**config.mk**
```make
export PLATFORM = sky130hd
export DESIGN_NAME = uart_rx_fifo
export DESIGN_NICKNAME = d
export VERILOG_FILES = /design/src/rtl/uart_pkg.sv /design/src/rtl/sync_fifo.sv /design/src/rtl/uart_rx_fifo.sv
export SDC_FILE = /design/constraint.sdc
export NUM_CORES = 1
export LEC_CHECK = 0
export CORE_MARGIN = 3
export CORE_UTILIZATION = 55
export DETAILED_ROUTE_END_ITERATION = 6
export DONT_BUFFER_PORTS = 1
export PLACE_DENSITY = 0.7
export SLEW_MARGIN = 20
export SYNTH_ARGS = -nofsm -noshare
export SYNTH_HDL_FRONTEND = slang
export SYNTH_HIERARCHICAL = 1
export SYNTH_SLANG_ARGS = --single-unit
```
**constraint.sdc**
```tcl
create_clock -name i_CLK -period 6.1 [get_ports i_CLK]
set_clock_uncertainty 0.15 [all_clocks]
set_input_delay 0.305 -clock i_CLK [delete_from_list [all_inputs] [get_ports i_CLK]]
set_output_delay 0.305 -clock i_CLK [all_outputs]
set_load 0.1 [all_outputs]
```
**src/rtl/uart_pkg.sv**
```systemverilog
// Shared definitions for the UART receive path: FSM state encoding,
// frame geometry, default baud timing and the 2-of-3 majority voter.
package uart_pkg;

  typedef enum logic [2:0] {
    IDLE,
    START,
    DATA,
    PARITY,
    STOP,
    BREAK
  } rx_state_t;

  localparam int c_DATA_BITS              = 8;
  localparam int c_CLK_HZ                 = 50_000_000;
  localparam int c_BAUD                   = 115_200;
  localparam int c_DEFAULT_CYCLES_PER_BIT = c_CLK_HZ / c_BAUD;

  function automatic logic majority3(input logic a, input logic b, input logic c);
    return (a & b) | (a & c) | (b & c);
  endfunction

endpackage

```
**src/rtl/sync_fifo.sv**
```systemverilog
// First-word-fall-through FIFO with occupancy count, full/empty flags and
// an overrun pulse for writes that arrive while full with no read.
// The head word reads as zero while empty so a freshly reset FIFO shows 0.
module sync_fifo #(
  parameter int c_WIDTH = 8,
  parameter int c_DEPTH = 8
) (
  input  logic                       i_CLK,
  input  logic                       i_RESET,
  input  logic                       i_WR_EN,
  input  logic [c_WIDTH-1:0]         i_WR_DATA,
  input  logic                       i_RD_EN,
  output logic [c_WIDTH-1:0]         o_RD_DATA,
  output logic                       o_EMPTY,
  output logic                       o_FULL,
  output logic [$clog2(c_DEPTH):0]   o_COUNT,
  output logic                       o_OVERRUN
);

  localparam int c_PTR_W = $clog2(c_DEPTH);
  localparam logic [c_PTR_W:0] c_FULL_COUNT = (c_PTR_W + 1)'(c_DEPTH);

  logic [c_WIDTH-1:0] mem [c_DEPTH];
  logic [c_PTR_W-1:0] wr_ptr;
  logic [c_PTR_W-1:0] rd_ptr;
  logic [c_PTR_W:0]   count;
  logic               do_wr;
  logic               do_rd;

  assign o_EMPTY   = (count == '0);
  assign o_FULL    = (count == c_FULL_COUNT);
  assign o_COUNT   = count;
  assign do_rd     = i_RD_EN && !o_EMPTY;
  assign do_wr     = i_WR_EN && (!o_FULL || do_rd);
  assign o_OVERRUN = i_WR_EN && o_FULL && !do_rd;
  assign o_RD_DATA = o_EMPTY ? '0 : mem[rd_ptr];

  // Storage array; contents need no reset because count gates visibility.
  always_ff @(posedge i_CLK) begin
    if (do_wr) begin
      mem[wr_ptr] <= i_WR_DATA;
    end
  end

  // Pointers wrap naturally at the power-of-two depth; count tracks occupancy.
  always_ff @(posedge i_CLK or negedge i_RESET) begin
    if (!i_RESET) begin
      wr_ptr <= '0;
      rd_ptr <= '0;
      count  <= '0;
    end else begin
      if (do_wr) begin
        wr_ptr <= wr_ptr + 1'b1;
      end
      if (do_rd) begin
        rd_ptr <= rd_ptr + 1'b1;
      end
      case ({do_wr, do_rd})
        2'b10:   count <= count + 1'b1;
        2'b01:   count <= count - 1'b1;
        default: count <= count;
      endcase
    end
  end

endmodule

```
**src/rtl/uart_rx_fifo.sv**
```systemverilog
// UART receiver with 2-flop input synchroniser, start-bit glitch rejection,
// 3-sample majority voting per bit, framing/overrun detection and an FWFT
// byte FIFO toward the host. Define UART_RX_PARITY_EN for 8E1 frames with
// an extra o_PARITY_ERR output; the default build receives 8N1.
module uart_rx_fifo
  import uart_pkg::*;
#(
  parameter int c_CYCLES_PER_BIT = c_DEFAULT_CYCLES_PER_BIT,
  parameter int c_FIFO_DEPTH     = 8
) (
  input  logic                            i_CLK,
  input  logic                            i_RESET,
  input  logic                            i_SERIAL_DATA,
  input  logic                            i_RD_EN,
  output logic [7:0]                      o_DATA,
  output logic                            o_EMPTY,
  output logic                            o_FULL,
  output logic [$clog2(c_FIFO_DEPTH):0]   o_COUNT,
  output logic                            o_FRAME_ERR,
  output logic                            o_OVERRUN
`ifdef UART_RX_PARITY_EN
  ,
  output logic                            o_PARITY_ERR
`endif
);

  localparam int c_CNT_W = $clog2(c_CYCLES_PER_BIT);
  localparam int c_MID   = c_CYCLES_PER_BIT / 2;
  localparam logic [c_CNT_W-1:0] c_SAMPLE_A = c_CNT_W'(c_MID - 1);
  localparam logic [c_CNT_W-1:0] c_SAMPLE_B = c_CNT_W'(c_MID);
  localparam logic [c_CNT_W-1:0] c_SAMPLE_C = c_CNT_W'(c_MID + 1);
  localparam logic [c_CNT_W-1:0] c_BIT_LAST = c_CNT_W'(c_CYCLES_PER_BIT - 1);
  localparam logic [2:0]         c_LAST_BIT = 3'(c_DATA_BITS - 1);

  rx_state_t              state;
  rx_state_t              state_next;
  logic                   sync_meta;
  logic                   sync_q;
  logic                   sync_prev;
  logic [c_CNT_W-1:0]     cnt;
  logic [2:0]             bit_idx;
  logic                   samp_a;
  logic                   samp_b;
  logic [c_DATA_BITS-1:0] shift_reg;
  logic                   vote;
  logic                   sample_now;
  logic                   bit_end;
  logic                   fall_edge;
  logic                   fifo_wr;
  logic                   frame_err;
`ifdef UART_RX_PARITY_EN
  logic                   parity_bit;
  logic                   parity_err;
  assign o_PARITY_ERR = parity_err;
`endif

  assign vote        = majority3(samp_a, samp_b, sync_q);
  assign sample_now  = (cnt == c_SAMPLE_C);
  assign bit_end     = (cnt == c_BIT_LAST);
  assign fall_edge   = sync_prev && !sync_q;
  assign o_FRAME_ERR = frame_err;

  // State register; reset aborts any frame in progress.
  always_ff @(posedge i_CLK or negedge i_RESET) begin
    if (!i_RESET) begin
      state <= IDLE;
    end else begin
      state <= state_next;
    end
  end

  // Synchroniser, bit-period counter, early vote samples and shift register.
  always_ff @(posedge i_CLK or negedge i_RESET) begin
    if (!i_RESET) begin
      sync_meta <= 1'b1;
      sync_q    <= 1'b1;
      sync_prev <= 1'b1;
      cnt       <= '0;
      bit_idx   <= '0;
      samp_a    <= 1'b1;
      samp_b    <= 1'b1;
      shift_reg <= '0;
`ifdef UART_RX_PARITY_EN
      parity_bit <= 1'b0;
`endif
    end else begin
      sync_meta <= i_SERIAL_DATA;
      sync_q    <= sync_meta;
      sync_prev <= sync_q;
      if (state == IDLE || state == BREAK || bit_end) begin
        cnt <= '0;
      end else begin
        cnt <= cnt + 1'b1;
      end
      if (cnt == c_SAMPLE_A) begin
        samp_a <= sync_q;
      end
      if (cnt == c_SAMPLE_B) begin
        samp_b <= sync_q;
      end
      if (state == DATA && sample_now) begin
        shift_reg <= {vote, shift_reg[c_DATA_BITS-1:1]};
      end
      if (state != DATA) begin
        bit_idx <= '0;
      end else if (bit_end) begin
        bit_idx <= bit_idx + 1'b1;
      end
`ifdef UART_RX_PARITY_EN
      if (state == PARITY && sample_now) begin
        parity_bit <= vote;
      end
`endif
    end
  end

  // Frame sequencing: next state plus single-cycle write and error strobes.
  always_comb begin
    state_next = state;
    fifo_wr    = 1'b0;
    frame_err  = 1'b0;
`ifdef UART_RX_PARITY_EN
    parity_err = 1'b0;
`endif
    case (state)
      IDLE: begin
        if (fall_edge) begin
          state_next = START;
        end
      end
      START: begin
        if (sample_now && vote) begin
          state_next = IDLE;
        end else if (bit_end) begin
          state_next = DATA;
        end
      end
      DATA: begin
        if (bit_end && bit_idx == c_LAST_BIT) begin
`ifdef UART_RX_PARITY_EN
          state_next = PARITY;
`else
          state_next = STOP;
`endif
        end
      end
`ifdef UART_RX_PARITY_EN
      PARITY: begin
        if (bit_end) begin
          state_next = STOP;
        end
      end
`endif
      STOP: begin
        if (sample_now) begin
`ifdef UART_RX_PARITY_EN
          parity_err = ^{shift_reg, parity_bit};
          if (vote) begin
            fifo_wr    = !parity_err;
            state_next = IDLE;
          end else begin
            frame_err  = 1'b1;
            state_next = BREAK;
          end
`else
          if (vote) begin
            fifo_wr    = 1'b1;
            state_next = IDLE;
          end else begin
            frame_err  = 1'b1;
            state_next = BREAK;
          end
`endif
        end
      end
      BREAK: begin
        if (sync_q) begin
          state_next = IDLE;
        end
      end
      default: state_next = IDLE;
    endcase
  end

  sync_fifo #(
    .c_WIDTH (c_DATA_BITS),
    .c_DEPTH (c_FIFO_DEPTH)
  ) u_fifo (
    .i_CLK     (i_CLK),
    .i_RESET   (i_RESET),
    .i_WR_EN   (fifo_wr),
    .i_WR_DATA (shift_reg),
    .i_RD_EN   (i_RD_EN),
    .o_RD_DATA (o_DATA),
    .o_EMPTY   (o_EMPTY),
    .o_FULL    (o_FULL),
    .o_COUNT   (o_COUNT),
    .o_OVERRUN (o_OVERRUN)
  );

endmodule

```
# Yosys cells after proc, flatten, opt, wreduce, memory -nomap -nowiden
# Memories as Yosys holds them, arrays and structs flattened.
# Index checks and enable logic that the tools add are counted.
[op_classes]
n_eq_ne = 18
n_addsub = 6
n_reduce_logical = 20
n_bitwise = 5
mux = 21
[op_table]
columns = ["op", "count"]
rows = [
  ["9-bit by 8-bit == test with 1-bit output, second input constant", 3],
  ["3-bit 2-to-1 mux", 9],
  ["3-bit one-hot mux with 5 select lines", 1],
  ["3-bit by 1-bit adder with 3-bit output, second input constant", 3],
  ["9-bit by 1-bit adder with 9-bit output, second input constant", 1],
  ["3-bit == test, second input constant", 3],
  ["9-bit == test, second input constant", 1],
  ["9-bit 2-to-1 mux", 1],
  ["1-bit logical AND", 8],
  ["1-bit 2-to-1 mux", 8],
  ["8-bit 2-to-1 mux", 1],
  ["4-bit one-hot mux with 2 select lines", 1],
  ["2-bit inequality test, second input constant", 3],
  ["5-bit AND reduction", 1],
  ["4-bit by 1-bit adder with 4-bit output, second input constant", 1],
  ["4-bit == test, second input constant", 1],
  ["1-bit zero test", 4],
  ["4-bit zero test", 1],
  ["2-bit nonzero test", 2],
  ["4-bit by 1-bit subtractor with 4-bit output, second input constant", 1],
  ["1-bit bitwise AND", 3],
  ["3-bit by 1-bit == test with 1-bit output, second input constant", 1],
  ["3-bit by 2-bit == test with 1-bit output, second input constant", 1],
  ["3-bit zero test", 1],
  ["7 further kinds", 10],
]
[totals]
reg_bits = 38
ram_bits = 64
word_cells = 83
n_memories = 1
[memory_table]
columns = ["name", "depth", "width", "read_ports", "rd_clocked_by_memory_dff", "wr", "line_no", "rtl"]
rows = [
  ["u_fifo.mem", 8, 8, 1, 0, 1, "sync_fifo.sv:23", "logic [c_WIDTH-1:0] mem [c_DEPTH];"],
]

# Longest topological paths before layout
# Gate-level depths: netlist of the first run.
[logic_depth]
ltp_word = 9
ltp_mapped = 13

# Modules after synthesis
# Netlist of the first run, hierarchy kept.
[modules_own_cells]
columns = ["mod", "n_inst", "area_each_um2", "cells_each", "seq_area_each_um2"]
rows = [
  ["sync_fifo", 1, 3161.8, 206, 2172.1],
  ["uart_rx_fifo", 1, 1415.1, 122, 706.9],
]

# Worst setup path after synthesis of the first run
# OpenSTA, ideal clock, no wires.
[synth_timing]
kind = "register to output"
startpoint = "register u_fifo.count[2] (netlist: u_fifo/o_COUNT[2])"
endpoint = "output port o_DATA[0]"
setup_slack_ns = 1.144
t_arrival_ns = 4.501
required_time_ns = 5.645
n_path_buf = 1
path_stages_with_launch = 5
cell_sequence = "dfrtp_1 > clkbuf_1 > or4_1 > clkinv_1 > nor3_1"
[synth_via]
elab_chain_cells = 2
[synth_lines]
columns = ["element", "line_no", "rtl"]
rows = [
  ["start, declared", "sync_fifo.sv:26", "logic [c_PTR_W:0] count;"],
  ["start signal, assigned", "sync_fifo.sv:59", "2'b10: count <= count + 1'b1;"],
  ["start signal, assigned", "sync_fifo.sv:60", "2'b01: count <= count - 1'b1;"],
  ["start signal, assigned", "sync_fifo.sv:61", "default: count <= count;"],
  ["4-bit zero test", "sync_fifo.sv:30", "assign o_EMPTY = (count == '0);"],
  ["named net o_EMPTY", "uart_rx_fifo.sv:16", "output logic o_EMPTY,"],
  ["8-bit 2-to-1 mux", "sync_fifo.sv:36", "assign o_RD_DATA = o_EMPTY ? '0 : mem[rd_ptr];"],
  ["end, declared", "uart_rx_fifo.sv:15", "output logic [7:0] o_DATA,"],
]
# The timed path passes the listed nets, and every way through them passes these cells.

# Final worst setup path of the first run
[layout_timing]
startpoint = "register cnt[0]"
endpoint = "output port o_OVERRUN"
[layout_via]
elab_chain_cells = 5
[layout_lines]
columns = ["element", "line_no", "rtl"]
rows = [
  ["start, declared", "uart_rx_fifo.sv:40", "logic [c_CNT_W-1:0] cnt;"],
  ["start signal, assigned", "uart_rx_fifo.sv:93", "cnt <= cnt + 1'b1;"],
  ["9-bit by 8-bit == test with 1-bit output", "uart_rx_fifo.sv:58", "assign sample_now = (cnt == c_SAMPLE_C);"],
  ["1-bit 2-to-1 mux", "uart_rx_fifo.sv:155", "if (sample_now) begin"],
  ["1-bit 2-to-1 mux", "uart_rx_fifo.sv:125", "case (state)"],
  ["named net fifo_wr", "uart_rx_fifo.sv:49", "logic fifo_wr;"],
  ["1-bit logical AND (2 in series)", "sync_fifo.sv:35", "assign o_OVERRUN = i_WR_EN && o_FULL && !do_rd;"],
  ["end, declared", "uart_rx_fifo.sv:20", "output logic o_OVERRUN"],
]
# The timed path passes the listed nets, and every way through them passes these cells.

==> results of run 1 <==
[worst max-delay path: stages, from the launching register on]
cell      delay (ns)
dfrtp_1         0.43
inv_1           0.11
ha_1            0.17
nor4bb_1        0.31
nand3_1         0.16
nor2_1          0.55
nor2b_1         0.32
nor2b_2         0.91
[power groups by stage]
stage | sequential [W] | clock, W | combinational, W
floorplan | 0.000877 | 0 | 0.000744
global placement | 0.000911 | 0 | 0.00104
detailed placement | 0.000912 | 0 | 0.00105
CTS | 0.000897 | 0.000441 | 0.00106
global route | 0.000908 | 0.000466 | 0.00111
finish | 0.000898 | 0.000430 | 0.00106
[path summary, 6_finish.rpt]
check | endpoint | depth (start not counted) | start
setup / recovery | o_OVERRUN | 7 | cnt[0]
hold / removal | u_fifo/o_COUNT[1] | 2 | i_RD_EN
setup reg to reg | u_fifo/o_COUNT[2] | 13 | cnt[0]
hold reg to reg | sync_q | 0 | sync_meta
max in group asynchronous | samp_a | 2 | i_RESET
min in group asynchronous | bit_idx[0] | 2 | i_RESET
[through the flow]
step                hold WS, ns  util [%]  instances
finish                   0.0455      65.0        441
global route             0.0414      65.0        441
CTS                      0.0282      64.8        441
detailed placement       -0.140      61.6        421
global placement         -0.139      61.6        421
floorplan                -0.141         -        328
[placed cells by master, fill, tap and decap left out, drive strengths merged, types with 2 or more instances in the layout]
cell,n
nor2,26
nor3,12
nor3b,2
xnor2,10
a21o,3
a21oi,4
edfxtp,64
mux2,30
clkbuf,15
inv,8
o21a,2
o211ai,2
dfstp,5
and4b,2
nand2,17
o22ai,8
a22o,8
nand3,7
clkinvlp,3
buf,4
mux2i,19
dfrtp,33
dlygate4sd3,3
ha,9
xor2,7
o21ai,3
and2,2
nor2b,6
nand2b,5
or3,2
[routing by layer]
layer	vias to the layer above	wire (um)	track usage, %
li1	1214	-	-
met1	1283	3510	21.9
met2	32	4110	30.6
met3	11	174	2.73
met4	0	131	7.14
met5	-	0	0
[Yosys cell counts (4+ instances only)]
master / number / area (sq um)
a22o_1: 8 / 70.1
nor3_1: 12 / 60.1
edfxtp_1: 64 / 1920
inv_1: 5 / 18.8
ha_1: 9 / 113
a21oi_1: 4 / 20.0
nor2b_1: 6 / 37.5
xnor2_1: 10 / 87.6
o22ai_1: 8 / 50.1
nand3_1: 7 / 35.0
nor2_1: 26 / 97.6
buf_2: 7 / 35.0
dfstp_2: 5 / 131
mux2i_1: 19 / 190
xor2_1: 7 / 61.3
mux2_2: 21 / 236
mux2_4: 8 / 120
nand2_1: 17 / 63.8
clkbuf_1: 5 / 18.8
nand2b_1: 5 / 31.3
dfrtp_1: 33 / 826
[cell type report]
class / count / area [sq um] / area share (%)
Tap cell: 102 / 128 / 2.49
Inverter: 6 / 22.5 / 0.439
Clock inverter: 7 / 81.3 / 1.59
Multi-Input combinational cell: 202 / 1630 / 31.8
Timing Repair Buffer: 13 / 263 / 5.13
Clock buffer: 9 / 124 / 2.42
Sequential cell: 102 / 2880 / 56.2
[cells by family after synthesis]
family	count (synthesis)	synth area share, %
flip-flops	102	62.9
AO/OA/AOI/OAI	37	6.18
buffers and inverters	24	2.73
multiplexers	49	12.2
XOR/XNOR	17	3.25
AND/OR/NAND/NOR	90	10.3
adder cells (fa/ha/maj)	9	2.46
[what timing repair did]
| item | CTS | global route |
|---|---|---|
| hold endpoints to repair | 41 | 0 |
| endpoints found under the setup margin | 0 | 0 |
| hold buffers | 4 | 0 |
==> metrics, run 1 <==
Final min period=3.79 ns; DRC=0; FF+latch count, synth=102; Site Rows=32; crit path DAT=3.33 ns; post-synthesis sequential area ratio=62.9%; Worst-path clk slew=0.10 ns; Cell variety after synth=54; via/cell ratio=5.76; placed cell area=0.00486 sq mm; Die Span Y=97.2 um; fraction of layout cells with a size suffix above 1=23.6%; PostCTS Resize Cnt=0; CP Class=flip-flop to output port; fin area=0.00512 sq mm; status=completed; Synth Net Count=341; CTS root buf=clkbuf_8; critical path required time=5.64 ns; area grow syn2layout=12.0%; Iteration-0 DRC Markers=107; max reg flops=64; largest net degree at the start of global routing=39; worst-path maximum fanout=11; setup slack after layout=2.31 ns; Register-to-Register Setup Slack=2.68 ns; Clk network pwr share=18.0%; Worst Hold Class=primary input to flip-flop; antenna-violating nets left=0; Synth async-reset ratio=37.3%; Leak=2.16 nW; Total Power=0.00239 W; setup TNS=0 ns; nets=347; Primary FF master, synth=edfxtp_1; total clock sinks=102; fill count=581; Slew Limit Fails=0; antenna violations before repair=0; EDFF count, synth=64; period utilization=62.1%; GPL Wtd Cong=0.743; Fmax achieved=264 MHz; YS warnings=6; grt total ovfl=0; RSZ-0062 raised after global routing=no; cell area after synthesis=0.00458 sq mm; worst slack at placement=2.47 ns; CTS Buf Count=9; Setup-failing EPs final=0; Pint=0.00136 W; total wire length=7930 um; H-tree depth=3; total number of vias=2540; Logic pwr share=44.3%; Seq pwr share=37.6%; die area=0.00945 sq mm; first-pass GRT wire length=13000 um; Switch Pwr=0.00102 W; CP endpoint kind=output port; Core Area=0.00789 sq mm; Final Hold Fails=0; drt pass-1 iters=5; Initial Utilization=58.0%; Global Route Usage Sum=17.5%; clock buffer depth=2; VDD IR max=0.308 mV; Sw Share=42.9%; Least-Margin Pin Slew=1.14 ns; # port buffers=0; PD cells=465 mW/mm^2; cell count after synthesis=328; Post CTS Setup Buffer Count=0; n_diodes=0; Worst-Skew Late Latency=0.36 ns; hpwl dp=5380 um; CTS tree=yes; wire per inst=18.0 um; Synth Area per Inst=14.0 sq um; max cap viols=0; Slew HR=24.0%; vias in the first global route=2591; die width=97.2 um; Setup crit start kind=flip-flop; I/O pins=20
No activity file was read; power rests on OpenSTA's default activity.
==> run 2, diff against run 1 <==
--- a/config.mk
+++ b/config.mk
@@ -9,7 +9,7 @@
 export CORE_UTILIZATION = 55
 export DETAILED_ROUTE_END_ITERATION = 6
 export DONT_BUFFER_PORTS = 1
-export PLACE_DENSITY = 0.7
+export PLACE_DENSITY = 0.73
 export SLEW_MARGIN = 20
 export SYNTH_ARGS = -nofsm -noshare
 export SYNTH_HDL_FRONTEND = slang
==> constraint.sdc (replaced) <==
create_clock -name i_CLK -period 3.1 [get_ports i_CLK]
set_clock_uncertainty 0.15 [all_clocks]
set_input_delay 0.155 -clock i_CLK [delete_from_list [all_inputs] [get_ports i_CLK]]
set_output_delay 0.155 -clock i_CLK [all_outputs]
set_load 0.1 [all_outputs]
==> run 2 against run 1 <==
Register-to-register slack worse by 2.4 ns. Count of clock-buffer cells in the layout unchanged. Sequential power rose by 80%. Critical path depth up 2. Total power grew 98%. Flip-flop and latch count unchanged. Via count is 0.87% higher. Sequential share of layout area down 1.4 points. Final area is 2.7% higher. Highest routed layer unchanged.
==> metrics, run 2 (synthesis gave the netlist of run 1 again) <==
status=completed; clock buffer depth=2 (unchanged); commonest non-fill, non-tap cell in the layout=edfxtp_1; Seq pwr share=34.3% (-3.3 points); PD cells=897 mW/mm^2 (+93%); startpoint of the worst hold path=i_RD_EN; Slew HR=60.8% (+37 points); VDD IR max=0.412 mV (+34%); vias in the first global route=2637 (+1.8%); Worst-Skew Late Latency=0.36 ns (about the same); Hold Path Sink=u_fifo/o_COUNT[3]; Setup crit start kind=flip-flop; commonest cells after routing, fill and taps aside=edfxtp_1, dfrtp_1, nor2_1, mux2_2, mux2i_1; DRC=0 (unchanged); Critical Path Start=cnt[0]; Logic pwr share=49.7% (+5.4 points); Top Family by Delay on Critical Path=simple AND/OR/NAND/NOR gates; nets=365 (+5.2%); Core Area=0.00789 sq mm (unchanged); Switch Pwr=0.00207 W (+100%); antenna violations before repair=0 (unchanged); Reg2Reg Depth=13 (unchanged); Worst-path clk slew=0.10 ns (about the same); Iteration-0 DRC Markers=120 (+12%); Register-to-Register Setup Slack=0.30 ns (-2.38 ns); Finished Layout Cells=459 (+4.1%); cells along the critical path=inv_1 -> ha_1 -> nor4bb_1 -> nand3_1 -> nor2_1 -> buf_4 -> nor2b_1 -> nor2b_2 -> buf_12; r2r endpoint=u_fifo/o_COUNT[2]; FF-to-FF Start=cnt[0]; drt pass-1 iters=4 (-1); first-pass GRT wire length=13100 um (+0.91%); total wire length=7880 um (-0.69%); die width=97.2 um (unchanged); total number of vias=2562 (+0.87%); Sw Share=43.8% (+0.89 points); CTS tree=yes; total clock sinks=102 (unchanged); Global Route Usage Sum=17.3% (-0.19 points); critical path required time=2.79 ns (-2.85 ns); wire per inst=17.2 um (-4.6%); Final Hold Fails=0 (unchanged); Setup-failing EPs final=0 (unchanged); fill count=557 (-4.1%); CTS root buf=clkbuf_8; Slew Limit Fails=0 (unchanged); dpl cells=439 (+4.3%); hpwl dp=5360 um (-0.32%); CTS Buf Count=9 (unchanged); period utilization=94.2%; area grow syn2layout=15.0%; Initial Utilization=58.0% (unchanged); Clk network pwr share=16.0% (-2.0 points); grt total ovfl=0 (unchanged); Worst Hold Depth=4 (+2); Post CTS Setup Buffer Count=0 (unchanged); n_diodes=0 (unchanged); setup TNS=0 ns (unchanged); Util after Layout=66.7% (+1.7 points); max cap viols=0 (unchanged); H-tree depth=3 (unchanged); highest-delay cell along the critical path=dfrtp_1; Final min period=2.92 ns; Fmax achieved=342 MHz; Least-Margin Pin Slew=0.588 ns (-0.552 ns); WP buf/inv=3 (+2); fraction of layout cells with a size suffix above 1=27.5% (+3.9 points); # port buffers=0 (unchanged); largest net degree at the start of global routing=39 (unchanged); RSZ-0062 raised after global routing=no; GPL Wtd Cong=0.752 (+1.2%); antenna-violating nets left=0 (unchanged); via/cell ratio=5.58 (-3.1%); Pint=0.00265 W (+95%); max reg flops=64 (unchanged); I/O pins=20 (unchanged); Hold WS=0.0532 ns (+0.00774 ns); CP endpoint kind=output port; Leak=2.23 nW (+3.0%); die area=0.00945 sq mm (unchanged); Die Span Y=97.2 um (unchanged); crit path DAT=2.61 ns (-0.72 ns); CP Class=flip-flop to output port; Critical Path Max Stage Delay=0.43 ns (-0.48 ns); Site Rows=32 (unchanged); worst-path maximum fanout=10 (-1); Worst Hold Class=primary input to flip-flop
[run 2: how the worst max path moves through the flow]
stage,end,slack [ns],cells after the start
after floorplan,o_DATA[0],0.01,4
after global placement,u_fifo/o_COUNT[2],0.43,13
after detailed placement,u_fifo/o_COUNT[2],0.32,13
after CTS,o_OVERRUN,0.17,9
after global routing,o_OVERRUN,0.008,9
final,o_OVERRUN,0.18,9
[run 2: worst register-to-register path, cell delays in order, from the launching register on]
cell,delay [ns]
dfrtp_1,0.43
inv_1,0.11
ha_1,0.16
nor4bb_1,0.28
nand3_1,0.16
nor2_1,0.23
nor2b_1,0.11
nand2_1,0.12
xnor2_1,0.13
ha_1,0.20
nand2_1,0.05
or3_1,0.30
o311ai_1,0.11
xor2_1,0.17
[run 2: timing repair]
item,in CTS,in global routing
endpoints found under the setup margin,0,0
hold buffers,4,0
gates resized for setup,0,0
endpoints found under the hold margin,47,0
[run 2: stage by stage]
step,setup WS (ns),power (W),area [sq um]
after floorplan,0.0138,0.00339,4670
after global placement,0.434,0.00395,5030
after detailed placement,0.323,0.00399,5030
after CTS,0.167,0.00477,5260
after global routing,0.00783,0.00491,5260
final,0.180,0.00472,5260
[run 2: cell type report]
type,instances,area (sq um),share of cell area (%)
clock buffer,9,124,2.35
clock inverter,7,58.8,1.12
inverter,6,23.8,0.452
multi-input combinational,202,1670,31.7
sequential,102,2880,54.8
tap,102,128,2.43
timing repair buffer,31,378,7.18
[run 2: routing by layer]
metal / share of wire (%) / global-route usage, %
met3: 3.0 / 4.16
met4: 0.41 / 3.73
met1: 45 / 22.4
met2: 52 / 30.0
met5: 0 / 0
[run 2: power by group through the flow]
stage	clock [W]	sequential, W	combinational (W)
2_1_floorplan	0	0.00173	0.00166
3_3_place_gp	0	0.00164	0.00231
3_5_place_dp	0	0.00165	0.00234
4_1_cts	0.000778	0.00162	0.00237
5_1_grt	0.000838	0.00164	0.00244
6_report	0.000756	0.00162	0.00235
==> run 3, diff against run 2 <==
--- a/config.mk
+++ b/config.mk
@@ -9,7 +9,7 @@
 export CORE_UTILIZATION = 55
 export DETAILED_ROUTE_END_ITERATION = 6
 export DONT_BUFFER_PORTS = 1
-export PLACE_DENSITY = 0.73
+export PLACE_DENSITY = 0.7
 export SLEW_MARGIN = 20
 export SYNTH_ARGS = -nofsm -noshare
 export SYNTH_HDL_FRONTEND = slang
==> constraint.sdc (replaced) <==
create_clock -name i_CLK -period 3.5 [get_ports i_CLK]
set_clock_uncertainty 0.15 [all_clocks]
set_input_delay 0.175 -clock i_CLK [delete_from_list [all_inputs] [get_ports i_CLK]]
set_output_delay 0.175 -clock i_CLK [all_outputs]
set_load 0.1 [all_outputs]
==> run 3 against run 2 <==
Clock power shrank 5.8%. Final cell count shrank 0.22%. Final area shrank 2.5%. Worst setup slack gained 0.41 ns. Register-to-register slack gained 0.34 ns. Utilization shrank 1.6 points. First-iteration DRC count shrank 25%. Combinational power shrank 22%. Total power shrank 17%. Die area is the same.
==> metrics, run 3 (synthesis gave the netlist of run 1 again) <==
status=completed; Worst-path clk slew=0.10 ns (about the same); crit path DAT=2.58 ns (-0.03 ns); Least-Margin Pin Slew=0.555 ns (-0.0326 ns); DRC=0 (unchanged); H-tree depth=3 (unchanged); Die Span Y=97.2 um (unchanged); PD cells=767 mW/mm^2 (-14%); vias in the first global route=2628 (-0.34%); Hold Path Sink=u_fifo/o_COUNT[3]; Total Power=0.00394 W (-17%); Reg2Reg Depth=14 (+1); Post CTS Setup Buffer Count=0 (unchanged); worst-path maximum fanout=11 (+1); Util after Layout=65.1% (-1.6 points); Worst Hold Class=primary input to flip-flop; commonest cells after routing, fill and taps aside=edfxtp_1, dfrtp_1, buf_4, nor2_1, mux2_2; Initial Utilization=58.0% (unchanged); total clock sinks=102 (unchanged); fraction of layout cells with a size suffix above 1=26.7% (-0.77 points); total number of vias=2551 (-0.43%); area grow syn2layout=12.1%; via/cell ratio=5.57 (-0.21%); Slew HR=62.9% (+2.1 points); antenna-violating nets left=0 (unchanged); commonest non-fill, non-tap cell in the layout=edfxtp_1; period utilization=83.1%; startpoint of the worst hold path=i_RD_EN; Hold WS=0.0436 ns (-0.00961 ns); Global Route Usage Sum=18.1% (+0.73 points); FF-to-FF Start=cnt[0]; largest net degree at the start of global routing=39 (unchanged); Setup-failing EPs final=0 (unchanged); first-pass GRT wire length=13300 um (+1.8%); Iteration-0 DRC Markers=90 (-25%); setup TNS=0 ns (unchanged); n_diodes=0 (unchanged); worst slack at placement=0.638 ns (+0.314 ns); nets=364 (-0.27%); grt total ovfl=0 (unchanged); max cap viols=0 (unchanged); Final min period=2.91 ns; hpwl dp=5350 um (-0.26%); CP Class=flip-flop to output port; clock buffer depth=2 (unchanged); setup slack after layout=0.591 ns (+0.411 ns); die area=0.00945 sq mm (unchanged); VDD IR max=0.296 mV (-28%); wire per inst=17.2 um (+0.29%); Register-to-Register Setup Slack=0.64 ns (+0.34 ns); # port buffers=0 (unchanged); GPL Wtd Cong=0.758 (+0.81%); Worst Hold Depth=4 (unchanged); CTS Buf Count=9 (unchanged); Setup crit start kind=flip-flop; die width=97.2 um (unchanged); CP endpoint kind=output port; CTS root buf=clkbuf_8; RSZ-0062 raised after global routing=no; Leak=2.20 nW (-1.6%); r2r endpoint=u_fifo/o_COUNT[2]; Core Area=0.00789 sq mm (unchanged); Slew Limit Fails=0 (unchanged); antenna violations before repair=0 (unchanged); Fmax achieved=344 MHz; critical path required time=3.17 ns (+0.38 ns); max reg flops=64 (unchanged); Final Hold Fails=0 (unchanged); Site Rows=32 (unchanged); drt pass-1 iters=4 (unchanged); CTS tree=yes; Worst-Skew Late Latency=0.37 ns (about the same); fill count=574 (+3.1%); I/O pins=20 (unchanged); total wire length=7880 um (about the same)
-- run 3: cell types whose count changed in the layout (fill, tap and decap cells not counted) --
cell	before	now
buf_12	11	1
buf_4	17	26
inv_6	0	4
dfrtp_1	30	33
dfrtp_2	3	0
inv_8	2	0
clkbuf_8	9	10
clkinv_1	1	0
clkinv_4	2	1
clkinvlp_4	2	1
-- run 3: cell type report --
type | instances | area, sq um | area share [%]
Timing Repair Buffer | 30 | 245 | 4.78
Sequential cell | 102 | 2880 | 56.1
Clock buffer | 10 | 138 | 2.68
Clock inverter | 6 | 51.3 | 1.00
Multi-Input combinational cell | 202 | 1670 | 32.5
Tap cell | 102 | 128 | 2.49
Inverter | 6 | 23.8 | 0.463
-- run 3: worst max path at each step --
stage | startpoint | to | slack [ns] | cells past startpoint
final | cnt[0] | o_OVERRUN | 0.59 | 9
after global routing | cnt[0] | u_fifo/o_COUNT[2] | 0.41 | 14
after CTS | cnt[0] | o_OVERRUN | 0.58 | 9
after detailed placement | cnt[0] | u_fifo/o_COUNT[2] | 0.64 | 14
after global placement | cnt[0] | u_fifo/o_COUNT[2] | 0.77 | 14
after floorplan | u_fifo/o_COUNT[3] | o_OVERRUN | 0.13 | 3
-- run 3: worst max-delay path, cell delays in order, from the launching register on --
cell	delay, ns
dfrtp_1	0.43
inv_1	0.12
ha_1	0.17
nor4bb_1	0.27
nand3_1	0.15
nor2_1	0.15
buf_4	0.20
nor2b_1	0.27
nor2b_2	0.18
buf_4	0.29
-- run 3: through the flow --
stage,cells,cell area [sq um]
after floorplan,328,4670
after global placement,438,4890
after detailed placement,438,4890
after CTS,458,5130
after global routing,458,5130
final,458,5130
-- run 3: routing by layer --
layer / vias up / GRT usage, % / share of wire (%)
met2: 37 / 28.7 / 49
li1: 1250 / - / -
met4: 0 / 7.99 / 2.3
met1: 1246 / 23.9 / 46
met3: 18 / 4.24 / 3.0
met5: - / 0 / 0
-- run 3: timing repair --
action | CTS | global route
resized for setup | 0 | 0
hold buffers | 4 | 0
endpoints found under the hold margin | 47 | 0
-- run 3: power by group --
group / internal (W) / switching, W / leakage [nW]
Sequential: 0.00133 / 0.0000735 / 1.24
Combinational: 0.000512 / 0.00131 / 0.862
Clock: 0.000290 / 0.000422 / 0.0943
